`src/rtl/rs232_pkg.sv`:
```
// Shared definitions for the RS232 receiver family: parity modes, FSM encoding,
// and the tick-counter width helper.
package rs232_pkg;

    localparam int PARITY_NONE = 0;
    localparam int PARITY_EVEN = 1;
    localparam int PARITY_ODD  = 2;

    typedef enum logic [2:0] {
        ST_IDLE,
        ST_START,
        ST_DATA,
        ST_PARITY,
        ST_STOP
    } rx_state_e;

    function automatic int cnt_width(input int div);
        return (div > 1) ? $clog2(div) : 1;
    endfunction

endpackage

```
`src/rtl/rs232_rx_sync.sv`:
```
// Two-flop synchroniser for the serial line plus a qualified 1->0 start-edge detector.
module rs232_rx_sync (
    input  logic clk,
    input  logic rst_n,
    input  logic rx,
    output logic rx_s,
    output logic start_edge
);

    logic       sync1_q, sync1_d;
    logic       sync2_q, sync2_d;
    logic       prev_q, prev_d;
    logic [1:0] fill_q, fill_d;
    logic       armed_q, armed_d;

    // The flops reset high, so a line held low through reset would look like an
    // edge; edges are only accepted once a real high level has been synchronised.
    always_comb begin
        sync1_d = rx;
        sync2_d = sync1_q;
        prev_d  = sync2_q;
        fill_d  = {fill_q[0], 1'b1};
        armed_d = armed_q | (fill_q[1] & sync2_q);
    end

    always_ff @(posedge clk or negedge rst_n) begin
        if (!rst_n) begin
            sync1_q <= 1'b1;
            sync2_q <= 1'b1;
            prev_q  <= 1'b1;
            fill_q  <= 2'b00;
            armed_q <= 1'b0;
        end else begin
            sync1_q <= sync1_d;
            sync2_q <= sync2_d;
            prev_q  <= prev_d;
            fill_q  <= fill_d;
            armed_q <= armed_d;
        end
    end

    assign rx_s       = sync2_q;
    assign start_edge = armed_q & prev_q & ~sync2_q;

endmodule

```
`src/rtl/rs232_rx_ext.sv`:
```
// Parametrised RS232 receiver: majority-voted sampling, parity/framing/break
// detection, and a one-word holding register behind a valid/ready handshake.
module rs232_rx_ext
    import rs232_pkg::*;
#(
    parameter int CLK_DIVIDER = 3125,
    parameter int DATA_BITS   = 8,
    parameter int PARITY_MODE = 0,
    parameter int STOP_BITS   = 1
) (
    input  logic                 clk,
    input  logic                 rst_n,
    input  logic                 rx,
    output logic [DATA_BITS-1:0] rx_data,
    output logic                 rx_valid,
    input  logic                 rx_ready,
    output logic                 frame_err,
    output logic                 parity_err,
    output logic                 break_det,
    output logic                 overrun
);

    localparam int CW   = cnt_width(CLK_DIVIDER);
    localparam int HALF = CLK_DIVIDER / 2;

    localparam logic [CW-1:0] CNT_LAST  = CW'(CLK_DIVIDER - 1);
    localparam logic [CW-1:0] SMP0      = CW'(HALF - 1);
    localparam logic [CW-1:0] SMP1      = CW'(HALF);
    localparam logic [CW-1:0] SMP2      = CW'(HALF + 1);
    localparam logic [3:0]    BIT_LAST  = 4'(DATA_BITS - 1);
    localparam logic          STOP_LAST = 1'(STOP_BITS - 1);
    localparam logic          ODD_INV   = (PARITY_MODE == PARITY_ODD);

    logic rx_s, start_edge;

    rs232_rx_sync u_sync (
        .clk        (clk),
        .rst_n      (rst_n),
        .rx         (rx),
        .rx_s       (rx_s),
        .start_edge (start_edge)
    );

    rx_state_e             state_q, state_d;
    logic [CW-1:0]         cnt_q, cnt_d;
    logic [3:0]            bit_cnt_q, bit_cnt_d;
    logic                  stop_idx_q, stop_idx_d;
    logic [1:0]            smp_q, smp_d;
    logic [DATA_BITS-1:0]  shreg_q, shreg_d;
    logic                  par_err_q, par_err_d;
    logic                  par_zero_q, par_zero_d;
    logic                  frm_err_q, frm_err_d;
    logic                  stop0_zero_q, stop0_zero_d;
    logic [DATA_BITS-1:0]  rx_data_q, rx_data_d;
    logic                  rx_valid_q, rx_valid_d;
    logic                  frame_err_q, frame_err_d;
    logic                  parity_err_q, parity_err_d;
    logic                  break_q, break_d;
    logic                  overrun_q, overrun_d;

    logic maj, at_mid, at_last, done;
    logic fin_fe, fin_bk;

    always_comb begin
        state_d       = state_q;
        cnt_d         = (cnt_q == CNT_LAST) ? '0 : cnt_q + CW'(1);
        bit_cnt_d     = bit_cnt_q;
        stop_idx_d    = stop_idx_q;
        smp_d         = smp_q;
        shreg_d       = shreg_q;
        par_err_d     = par_err_q;
        par_zero_d    = par_zero_q;
        frm_err_d     = frm_err_q;
        stop0_zero_d  = stop0_zero_q;
        rx_data_d     = rx_data_q;
        rx_valid_d    = rx_valid_q;
        frame_err_d   = frame_err_q;
        parity_err_d  = parity_err_q;
        break_d       = break_q;
        overrun_d     = 1'b0;
        done          = 1'b0;

        at_mid  = (cnt_q == SMP2);
        at_last = (cnt_q == CNT_LAST);
        // Third sample is taken live, so the vote resolves at count HALF+1.
        maj     = (smp_q[0] & smp_q[1]) | (smp_q[0] & rx_s) | (smp_q[1] & rx_s);
        if (cnt_q == SMP0) smp_d[0] = rx_s;
        if (cnt_q == SMP1) smp_d[1] = rx_s;

        fin_fe = frm_err_q | ~maj;
        fin_bk = (shreg_q == '0) & par_zero_q & ((stop_idx_q == 1'b0) ? ~maj : stop0_zero_q);

        unique case (state_q)
            ST_IDLE: begin
                cnt_d = '0;
                if (start_edge) begin
                    state_d      = ST_START;
                    bit_cnt_d    = '0;
                    stop_idx_d   = 1'b0;
                    par_err_d    = 1'b0;
                    par_zero_d   = 1'b1;
                    frm_err_d    = 1'b0;
                    stop0_zero_d = 1'b0;
                end
            end
            ST_START: begin
                if (at_mid && maj) state_d = ST_IDLE;
                else if (at_last)  state_d = ST_DATA;
            end
            ST_DATA: begin
                if (at_mid) shreg_d = {maj, shreg_q[DATA_BITS-1:1]};
                if (at_last) begin
                    if (bit_cnt_q == BIT_LAST) begin
                        bit_cnt_d = '0;
                        state_d   = (PARITY_MODE != PARITY_NONE) ? ST_PARITY : ST_STOP;
                    end else begin
                        bit_cnt_d = bit_cnt_q + 4'd1;
                    end
                end
            end
            ST_PARITY: begin
                if (at_mid) begin
                    par_zero_d = ~maj;
                    par_err_d  = maj ^ (^shreg_q) ^ ODD_INV;
                end
                if (at_last) state_d = ST_STOP;
            end
            ST_STOP: begin
                if (at_mid) begin
                    if (!maj) frm_err_d = 1'b1;
                    if (stop_idx_q == 1'b0) stop0_zero_d = ~maj;
                    // Complete at the vote, not the bit end, so a back-to-back start is seen.
                    if (stop_idx_q == STOP_LAST) begin
                        done    = 1'b1;
                        state_d = ST_IDLE;
                    end
                end else if (at_last) begin
                    stop_idx_d = 1'b1;
                end
            end
            default: state_d = ST_IDLE;
        endcase

        if (rx_valid_q && rx_ready) rx_valid_d = 1'b0;
        if (done) begin
            if (!rx_valid_q || rx_ready) begin
                rx_data_d    = shreg_q;
                rx_valid_d   = 1'b1;
                frame_err_d  = fin_fe;
                parity_err_d = par_err_q;
                break_d      = fin_bk;
            end else begin
                overrun_d = 1'b1;
            end
        end
    end

    always_ff @(posedge clk or negedge rst_n) begin
        if (!rst_n) begin
            state_q      <= ST_IDLE;
            cnt_q        <= '0;
            bit_cnt_q    <= '0;
            stop_idx_q   <= 1'b0;
            smp_q        <= 2'b11;
            shreg_q      <= '0;
            par_err_q    <= 1'b0;
            par_zero_q   <= 1'b1;
            frm_err_q    <= 1'b0;
            stop0_zero_q <= 1'b0;
            rx_data_q    <= '0;
            rx_valid_q   <= 1'b0;
            frame_err_q  <= 1'b0;
            parity_err_q <= 1'b0;
            break_q      <= 1'b0;
            overrun_q    <= 1'b0;
        end else begin
            state_q      <= state_d;
            cnt_q        <= cnt_d;
            bit_cnt_q    <= bit_cnt_d;
            stop_idx_q   <= stop_idx_d;
            smp_q        <= smp_d;
            shreg_q      <= shreg_d;
            par_err_q    <= par_err_d;
            par_zero_q   <= par_zero_d;
            frm_err_q    <= frm_err_d;
            stop0_zero_q <= stop0_zero_d;
            rx_data_q    <= rx_data_d;
            rx_valid_q   <= rx_valid_d;
            frame_err_q  <= frame_err_d;
            parity_err_q <= parity_err_d;
            break_q      <= break_d;
            overrun_q    <= overrun_d;
        end
    end

    assign rx_data    = rx_data_q;
    assign rx_valid   = rx_valid_q;
    assign frame_err  = frame_err_q;
    assign parity_err = parity_err_q;
    assign break_det  = break_q;
    assign overrun    = overrun_q;

endmodule

```
`config.mk`:
```
export PLATFORM = sky130hd
export DESIGN_NAME = rs232_rx_ext
export DESIGN_NICKNAME = d
export VERILOG_FILES = /design/src/rtl/rs232_pkg.sv /design/src/rtl/rs232_rx_sync.sv /design/src/rtl/rs232_rx_ext.sv
export SDC_FILE = /design/constraint.sdc
export NUM_CORES = 1
export LEC_CHECK = 0
export BUFFER_PORTS_ARGS = -buffer_cell sky130_fd_sc_hd__clkbuf_2
export CORE_MARGIN = 2
export CORE_UTILIZATION = 54
export CTS_CLUSTER_SIZE = 28
export DETAILED_ROUTE_END_ITERATION = 16
export PLACE_DENSITY = 0.75
export SYNTH_ARGS = -nofsm -noshare
export SYNTH_HDL_FRONTEND = slang
export SYNTH_SLANG_ARGS = --single-unit
```
`constraint.sdc`:
```
create_clock -name clk -period 1.6 [get_ports clk]
set_input_delay 0 -clock clk [delete_from_list [all_inputs] [get_ports clk]]
set_output_delay 0 -clock clk [all_outputs]
set_load 0.005 [all_outputs]
```
==> run_summary.xml, run 1 <==
<?xml version="1.0" encoding="UTF-8"?>
<metrics>
  <group name="yosys">
    <metric name="yosysWarnings" unit="">0</metric>
    <metric name="synth_top_cell_by_area" unit="">sky130_fd_sc_hd__dfrtp_1</metric>
    <metric name="postSynth.topFlopCell" unit="">sky130_fd_sc_hd__dfrtp_1</metric>
    <metric name="synthMostInstantiatedCell" unit="">sky130_fd_sc_hd__dfrtp_1</metric>
    <metric name="yosys-top-cells-area" unit="">sky130_fd_sc_hd__dfrtp_1, sky130_fd_sc_hd__dfstp_2, sky130_fd_sc_hd__mux2_2</metric>
    <metric name="synthesis.area" unit="µm²">2550</metric>
    <metric name="ys_top_cells_by_count" unit="">sky130_fd_sc_hd__dfrtp_1, sky130_fd_sc_hd__nor2_1, sky130_fd_sc_hd__inv_1</metric>
    <metric name="synth_top_area_share" unit="%">46.1</metric>
    <metric name="synth_edf_count" unit="">0</metric>
    <metric name="synth_area_per_cell" unit="µm²">11.5</metric>
    <metric name="flip_flop_and_latch_count_after_synthesis" unit="">53</metric>
    <metric name="postSynth.asyncResetShare" unit="%">100</metric>
    <metric name="synth_seq_area_share" unit="%">52.2</metric>
    <metric name="ys_types" unit="">54</metric>
    <metric name="syn-instance-count" unit="">222</metric>
    <metric name="synth_nets" unit="">235</metric>
  </group>
  <group name="setup_path">
    <metric name="crit_path_start_kind" unit="">flip-flop</metric>
    <metric name="endpoint_kind" unit="">flip-flop</metric>
    <metric name="cp.arrival" unit="ns">1.94</metric>
    <metric name="r2r.worst_path.cells" unit="">5</metric>
    <metric name="timing_worst_setup_path_type" unit="">flip-flop to flip-flop</metric>
    <metric name="timing.rr.end" unit="">rx_data[3]</metric>
    <metric name="crit_path_max_fanout" unit="">11</metric>
    <metric name="crit_path_end" unit="">rx_data[3]</metric>
    <metric name="worst_r2r_startpoint" unit="">cnt_q[8]</metric>
    <metric name="critical_path_required" unit="ns">1.80</metric>
    <metric name="worst_setup_path_startpoint" unit="">cnt_q[8]</metric>
    <metric name="regToRegSetupSlack" unit="ns">-0.14</metric>
  </group>
  <group name="die">
    <metric name="core_area" unit="µm²">4630</metric>
    <metric name="die_area" unit="µm²">5300</metric>
    <metric name="fp-row-count" unit="">25</metric>
    <metric name="ios" unit="">17</metric>
    <metric name="floorplan.die.width" unit="µm">72.8</metric>
    <metric name="initial_core_util" unit="%">55.2</metric>
    <metric name="floorplan.die.height" unit="µm">72.8</metric>
  </group>
  <group name="pwr">
    <metric name="share_comb_of_total_power" unit="%">20.0</metric>
    <metric name="seq_power_share" unit="%">49.4</metric>
    <metric name="vdd.ir_drop.worst" unit="µV">708</metric>
    <metric name="switching_share" unit="%">26.4</metric>
    <metric name="intPower" unit="µW">2180</metric>
    <metric name="power_switching" unit="µW">783</metric>
    <metric name="total_leakage_power" unit="µW">0.00151</metric>
    <metric name="post-layout-total-power" unit="µW">2970</metric>
    <metric name="power.share.clock" unit="%">30.6</metric>
    <metric name="areal_power_density_over_the_cells" unit="nW/µm²">928</metric>
  </group>
  <group name="timing">
    <metric name="timing.final.crit_period" unit="ns">1.74</metric>
    <metric name="final_critical_path_setup_slack" unit="ns">-0.142</metric>
    <metric name="final_hold_viol_count" unit="">0</metric>
    <metric name="worst_clock_skew" unit="ns">0.00421</metric>
    <metric name="holdWs" unit="ns">0.0228</metric>
    <metric name="setup-violations-final" unit="">29</metric>
    <metric name="unrepaired_setup_endpoints_after_global_routing" unit="">true</metric>
    <metric name="fmax" unit="MHz">574</metric>
    <metric name="final_min_period_over_clock_period" unit="%">109</metric>
    <metric name="maxSlewViolCount" unit="">0</metric>
  </group>
  <group name="routing">
    <metric name="detail_route.wl_per_cell" unit="µm">14.9</metric>
    <metric name="avgViaCountPerCell" unit="">5.41</metric>
    <metric name="postRouteWirelength" unit="µm">4940</metric>
    <metric name="detailedRoute.firstPassIterationCount" unit="">4</metric>
    <metric name="ant_nets" unit="">0</metric>
    <metric name="drt_iter0_markers" unit="">99</metric>
    <metric name="drt_drc_violations_left" unit="">0</metric>
    <metric name="via_count" unit="">1795</metric>
  </group>
  <group name="status">
    <metric name="run_status" unit="">finished, violations left</metric>
    <metric name="violations" unit="">setup timing</metric>
  </group>
  <group name="cts">
    <metric name="cts.htree.levels" unit="">2</metric>
    <metric name="root_buffer" unit="">sky130_fd_sc_hd__clkbuf_8</metric>
    <metric name="clock_edge_transition_at_the_registers_on_the_reported_setup_and_hold_paths" unit="ns">0.09</metric>
    <metric name="clock_sinks" unit="">53</metric>
    <metric name="tritoncts_clock_tree" unit="">built</metric>
    <metric name="insertion_delay" unit="ns">0.30</metric>
    <metric name="cts_buf_count" unit="">5</metric>
    <metric name="ctsLongestPathBuffers" unit="">2</metric>
  </group>
  <group name="placed_design">
    <metric name="dp.final_hpwl" unit="µm">3550</metric>
    <metric name="place.gp.congestion" unit="">0.862</metric>
    <metric name="placement.io_buffers" unit="">16</metric>
    <metric name="placement.setup.worst_slack" unit="ns">-0.160</metric>
  </group>
  <group name="grt">
    <metric name="grt_residual_overflow" unit="">0</metric>
    <metric name="pin_count_of_the_biggest_net_entering_global_routing" unit="">45</metric>
    <metric name="grt_pass1_vias" unit="">1795</metric>
    <metric name="global_route.usage.total" unit="%">19.7</metric>
    <metric name="global_route_wire_length_before_repair" unit="µm">8000</metric>
    <metric name="grt_antenna_before_repair" unit="">0</metric>
  </group>
  <group name="finish">
    <metric name="antenna_cells" unit="">0</metric>
    <metric name="final_layout_size_suffix_gt1_share" unit="%">36.7</metric>
    <metric name="layout_utilization" unit="%">69.1</metric>
    <metric name="area_growth_syn_to_layout" unit="%">25.2</metric>
    <metric name="design.final.nets" unit="">290</metric>
  </group>
  <group name="min_path">
    <metric name="min_path_type" unit="">input port to flip-flop</metric>
  </group>
  <group name="flow_run">
    <metric name="maxCapViolations" unit="">0</metric>
  </group>
</metrics>
[worst min path at each step]
| stage | startpoint | end | slack [ns] | depth (start not counted) |
|---|---|---|---|---|
| 2_1_floorplan | rst_n | bit_cnt_q[0] | -0.30 | 0 |
| 3_3_place_gp | rst_n | bit_cnt_q[2] | -0.11 | 1 |
| 3_5_place_dp | rst_n | bit_cnt_q[2] | -0.10 | 1 |
| 4_1_cts | rx_ready | overrun | 0.01 | 3 |
| 5_1_grt | rx_ready | overrun | 0.02 | 3 |
| 6_report | rx_ready | overrun | 0.02 | 3 |
[worst max-delay path: stages, from the launching register on]
cell and delay, ns:
sky130_fd_sc_hd__dfrtp_1 0.41, sky130_fd_sc_hd__nor4b_2 0.30, sky130_fd_sc_hd__and3_1 0.23, sky130_fd_sc_hd__and4_4 0.22
sky130_fd_sc_hd__buf_12 0.14, sky130_fd_sc_hd__mux2_2 0.33
[layer usage]
| layer | global-route usage, % | wire length, µm | vias up |
|---|---|---|---|
| li1 | - | - | 868 |
| met1 | 24.6 | 2190 | 887 |
| met2 | 33.4 | 2500 | 30 |
| met3 | 4.42 | 137 | 10 |
| met4 | 7.20 | 116 | 0 |
| met5 | 0 | 0 | - |
[sequential cells by signal, indices dropped and copies added, names as in the netlist, 2 cells and up]
name,cells
bit_cnt_q,4
cnt_q,12
rx_data,8
shreg_q,8
smp_q,2
state_q,3
u_sync.fill_q,2
[power by group through the flow]
stage	Sequential, µW	Combinational (µW)	Clock (µW)
6_report	1470	593	909
3_5_place_dp	1490	567	0
4_1_cts	1470	577	930
2_1_floorplan	1530	249	0
5_1_grt	1470	672	961
3_3_place_gp	1490	550	0
[layout make-up]
type,instances,area [µm²]
Clock buffer,6,72.6
Clock inverter,2,38.8
Fill cell,354,1430
Inverter,17,63.8
Multi-Input combinational cell,145,1200
Sequential cell,53,1330
Tap cell,54,67.6
Timing Repair Buffer,55,419
[cell families (layout without fill, tap and decap cells)]
family | count (synthesis) | after routing | synth area share, %
XOR/XNOR | 14 | 14 | 4.80
buffers and inverters | 24 | 80 | 4.12
AND/OR/NAND/NOR | 76 | 76 | 18.0
flip-flops | 53 | 53 | 52.2
multiplexers | 26 | 26 | 11.0
AO/OA/AOI/OAI | 18 | 18 | 4.90
adder cells (fa/ha/maj) | 10 | 10 | 4.80
other | 1 | 1 | 0.147
[placed cells by master, fill, tap and decap left out, types with 9 or more instances in the layout]
| cell | Yosys | final |
|---|---|---|
| sky130_fd_sc_hd__dfrtp_1 | 47 | 47 |
| sky130_fd_sc_hd__nor2_1 | 20 | 20 |
| sky130_fd_sc_hd__mux2i_1 | 12 | 11 |
| sky130_fd_sc_hd__clkbuf_2 | 0 | 16 |
| sky130_fd_sc_hd__buf_4 | 1 | 33 |
| sky130_fd_sc_hd__mux2_2 | 12 | 11 |
| sky130_fd_sc_hd__xnor2_1 | 9 | 9 |
| sky130_fd_sc_hd__ha_1 | 9 | 9 |
| sky130_fd_sc_hd__inv_1 | 17 | 17 |
| sky130_fd_sc_hd__nand2_1 | 12 | 12 |
[stage by stage]
stage,setup TNS [ns],std cells,area [µm²]
after global placement,-2.35,318,2950
after CTS,-1.90,329,3110
after detailed placement,-3.14,318,2950
after global routing,-5.28,332,3200
final,-2.42,332,3200
after floorplan,-2.07,222,2560
[what timing repair did]
item                                    CTS  global route
pin swaps                                 3             5
gates resized for setup                   5            14
setup buffers                             1             3
hold buffers                              2             0
endpoints found under the hold margin    48             0
endpoints found under the setup margin   39            40
No activity file was read; power rests on OpenSTA's default activity.
==> run 2: changes to the inputs <==
Settings changed: CORE_UTILIZATION 54 to 56, CTS_BUF_LIST set to sky130_fd_sc_hd__clkbuf_8, PLACE_DENSITY 0.75 to 0.78.
==> run 2 against run 1 <==
  * The run still ends with setup timing left
  * Sequential share of layout area is 0.24 points lower
  * Clock power is 14% lower
  * Combinational power is 15% higher
  * Sequential power hardly changed
  * Maximum frequency is 0.64% higher
  * Largest power group unchanged
  * Highest routed layer unchanged
==> run_summary.xml, run 2 (same netlist as run 1, synthesis figures left out) <==
<?xml version="1.0" encoding="UTF-8"?>
<metrics>
  <group name="timing">
    <metric name="fmax" unit="MHz">578</metric>
    <metric name="final_hold_viol_count" unit="">0</metric>
    <metric name="maxSlewHeadroom" unit="%">60.9</metric>
    <metric name="worst_clock_skew" unit="ns">0.00368</metric>
    <metric name="setup-violations-final" unit="">16</metric>
    <metric name="timing.final.crit_period" unit="ns">1.73</metric>
    <metric name="unrepaired_setup_endpoints_after_global_routing" unit="">true</metric>
    <metric name="timing_worst_slew_pin_value" unit="ns">0.586</metric>
    <metric name="setup_total_negative_slack" unit="ns">-1.36</metric>
    <metric name="maxSlewViolCount" unit="">0</metric>
    <metric name="final_min_period_over_clock_period" unit="%">108</metric>
    <metric name="final_critical_path_setup_slack" unit="ns">-0.131</metric>
  </group>
  <group name="routing">
    <metric name="drt_iter0_markers" unit="">61</metric>
    <metric name="detailedRoute.firstPassIterationCount" unit="">4</metric>
    <metric name="detail_route.wl_per_cell" unit="µm">15.4</metric>
    <metric name="avgViaCountPerCell" unit="">5.55</metric>
    <metric name="drt_drc_violations_left" unit="">0</metric>
    <metric name="ant_nets" unit="">0</metric>
    <metric name="postRouteWirelength" unit="µm">5090</metric>
    <metric name="via_count" unit="">1836</metric>
  </group>
  <group name="setup_path">
    <metric name="crit_path_start_kind" unit="">flip-flop</metric>
    <metric name="timing.critical_path.slowest_cell_delay" unit="ns">0.42</metric>
    <metric name="critical_path.cell_chain" unit="">nor4b_4, and3_1, and4_4, buf_12, mux2_2</metric>
    <metric name="critical_path.top_delay_family" unit="">simple AND/OR/NAND/NOR gates</metric>
    <metric name="endpoint_kind" unit="">flip-flop</metric>
    <metric name="crit_path_max_fanout" unit="">11</metric>
    <metric name="critical_path_required" unit="ns">1.81</metric>
    <metric name="critical_path.slowest_cell" unit="">sky130_fd_sc_hd__dfrtp_1</metric>
    <metric name="critical_path.n_buffers_inverters" unit="">1</metric>
    <metric name="timing_worst_setup_path_type" unit="">flip-flop to flip-flop</metric>
    <metric name="cp.arrival" unit="ns">1.94</metric>
  </group>
  <group name="die">
    <metric name="core_area" unit="µm²">4380</metric>
    <metric name="floorplan.die.height" unit="µm">71.5</metric>
    <metric name="fp-row-count" unit="">24</metric>
    <metric name="initial_core_util" unit="%">58.2</metric>
    <metric name="ios" unit="">17</metric>
    <metric name="die_area" unit="µm²">5120</metric>
    <metric name="floorplan.die.width" unit="µm">71.5</metric>
  </group>
  <group name="cts">
    <metric name="clock_edge_transition_at_the_registers_on_the_reported_setup_and_hold_paths" unit="ns">0.10</metric>
    <metric name="root_buffer" unit="">sky130_fd_sc_hd__clkbuf_8</metric>
    <metric name="insertion_delay" unit="ns">0.31</metric>
    <metric name="ctsLongestPathBuffers" unit="">2</metric>
    <metric name="cts.htree.levels" unit="">2</metric>
    <metric name="tritoncts_clock_tree" unit="">built</metric>
    <metric name="clock_sinks" unit="">53</metric>
    <metric name="cts_buf_count" unit="">5</metric>
  </group>
  <group name="grt">
    <metric name="pin_count_of_the_biggest_net_entering_global_routing" unit="">33</metric>
    <metric name="grt_use_met2" unit="%">36.4</metric>
    <metric name="global_route_wire_length_before_repair" unit="µm">8240</metric>
    <metric name="busiest_grt_layer" unit="">met2</metric>
    <metric name="met3_usage" unit="%">3.80</metric>
    <metric name="grt_pass1_vias" unit="">1829</metric>
    <metric name="global_route.usage.total" unit="%">20.9</metric>
    <metric name="grt_residual_overflow" unit="">0</metric>
    <metric name="grt_antenna_before_repair" unit="">0</metric>
    <metric name="globalRouteMet1Util" unit="%">26.4</metric>
  </group>
  <group name="finish">
    <metric name="most_frequent_standard_cell_in_the_layout_excluding_fill_and_tap_cells" unit="">sky130_fd_sc_hd__dfrtp_1</metric>
    <metric name="antenna_cells" unit="">0</metric>
    <metric name="final_layout_size_suffix_gt1_share" unit="%">38.7</metric>
    <metric name="design.final.nets" unit="">291</metric>
    <metric name="fillCellCount" unit="">316</metric>
    <metric name="largest_register" unit="">cnt_q</metric>
    <metric name="largest_register_ffs" unit="">12</metric>
    <metric name="multi_input_comb_area" unit="µm²">1230</metric>
    <metric name="seqCellArea" unit="µm²">1330</metric>
    <metric name="layout.cells.most_common_list" unit="">sky130_fd_sc_hd__dfrtp_1, sky130_fd_sc_hd__buf_4, sky130_fd_sc_hd__nor2_1</metric>
    <metric name="area_growth_syn_to_layout" unit="%">25.9</metric>
  </group>
  <group name="placed_design">
    <metric name="dp.final_hpwl" unit="µm">3590</metric>
    <metric name="place.gp.congestion" unit="">0.857</metric>
    <metric name="placement.setup.worst_slack" unit="ns">-0.171</metric>
    <metric name="placement.io_buffers" unit="">16</metric>
  </group>
  <group name="pwr">
    <metric name="areal_power_density_over_the_cells" unit="nW/µm²">911</metric>
    <metric name="switching_share" unit="%">29.1</metric>
    <metric name="vdd.ir_drop.worst" unit="µV">802</metric>
    <metric name="power_switching" unit="µW">853</metric>
    <metric name="power.share.clock" unit="%">26.6</metric>
    <metric name="intPower" unit="µW">2080</metric>
    <metric name="share_comb_of_total_power" unit="%">23.2</metric>
    <metric name="seq_power_share" unit="%">50.2</metric>
    <metric name="total_leakage_power" unit="µW">0.00150</metric>
  </group>
  <group name="min_path">
    <metric name="min_path_type" unit="">input port to flip-flop</metric>
  </group>
  <group name="status">
    <metric name="violations" unit="">setup timing</metric>
    <metric name="run_status" unit="">finished, violations left</metric>
  </group>
  <group name="flow_run">
    <metric name="maxCapViolations" unit="">0</metric>
  </group>
</metrics>
## run 2: cell count changes in the layout (fill, tap and decap cells not counted), sizes merged
cell | before | now
bufinv | 1 | 0
clkbuf | 22 | 21
buf | 37 | 38
inv | 17 | 18
clkinvlp | 0 | 1
## run 2: worst paths after layout
path                                   from          endpoint  slack, ns  cells after the start
max                                cnt_q[5]        rx_data[4]      -0.13                      5
min reg2reg                u_sync.fill_q[0]  u_sync.fill_q[1]       0.36                      0
max in group asynchronous             rst_n          cnt_q[2]       0.82                      3
min                                rx_ready          rx_valid       0.02                      3
max reg2reg                        cnt_q[5]        rx_data[4]      -0.13                      5
min in group asynchronous             rst_n        state_q[2]       0.21                      2
## run 2: what timing repair did
item                                    CTS  global route
pin swaps                                 7            15
endpoints found under the setup margin   24            41
setup buffers                             2             3
gates resized for setup                  12            16
hold buffers                              2             0
gates cloned                              0             0
endpoints found under the hold margin    16             0
## run 2: worst reg2reg max path: stages, from the launching register on
cell and delay, ns:
sky130_fd_sc_hd__dfrtp_1 0.42, sky130_fd_sc_hd__nor4b_4 0.30, sky130_fd_sc_hd__and3_1 0.21, sky130_fd_sc_hd__and4_4 0.22
sky130_fd_sc_hd__buf_12 0.13, sky130_fd_sc_hd__mux2_2 0.34
## run 2: layout make-up
class,count,area share (%)
inverter,17,1.98
sequential,53,41.5
tap,52,2.02
clock inverter,3,0.661
clock buffer,5,2.14
timing repair buffer,56,13.4
multi-input combinational,145,38.3
## run 2: power by group through the flow
stage	logic, µW	clock network (µW)	registers (µW)
2_1_floorplan	249	0	1530
3_3_place_gp	555	0	1490
3_5_place_dp	570	0	1490
4_1_cts	585	795	1470
5_1_grt	760	832	1480
6_report	679	779	1470
## run 2: per-stage QoR
| stage | hold slack [ns] | cell area (µm²) | util [%] | std cells | total power [µW] |
|---|---|---|---|---|---|
| after floorplan | -0.296 | 2560 | - | 222 | 1780 |
| after global placement | 0.0219 | 2950 | 67.4 | 317 | 2040 |
| after detailed placement | 0.0276 | 2950 | 67.4 | 317 | 2060 |
| after CTS | 0.00440 | 3120 | 71.1 | 329 | 2850 |
| after global routing | 0.0428 | 3220 | 73.3 | 331 | 3070 |
| final | 0.0224 | 3220 | 73.3 | 331 | 2930 |
## run 2: routing by layer
metal  up-vias  part of all wire [%]
li1        876                     -
met1       929                    45
met2        25                    51
met3         6                   2.2
met4         0                   1.4
met5         -                     0
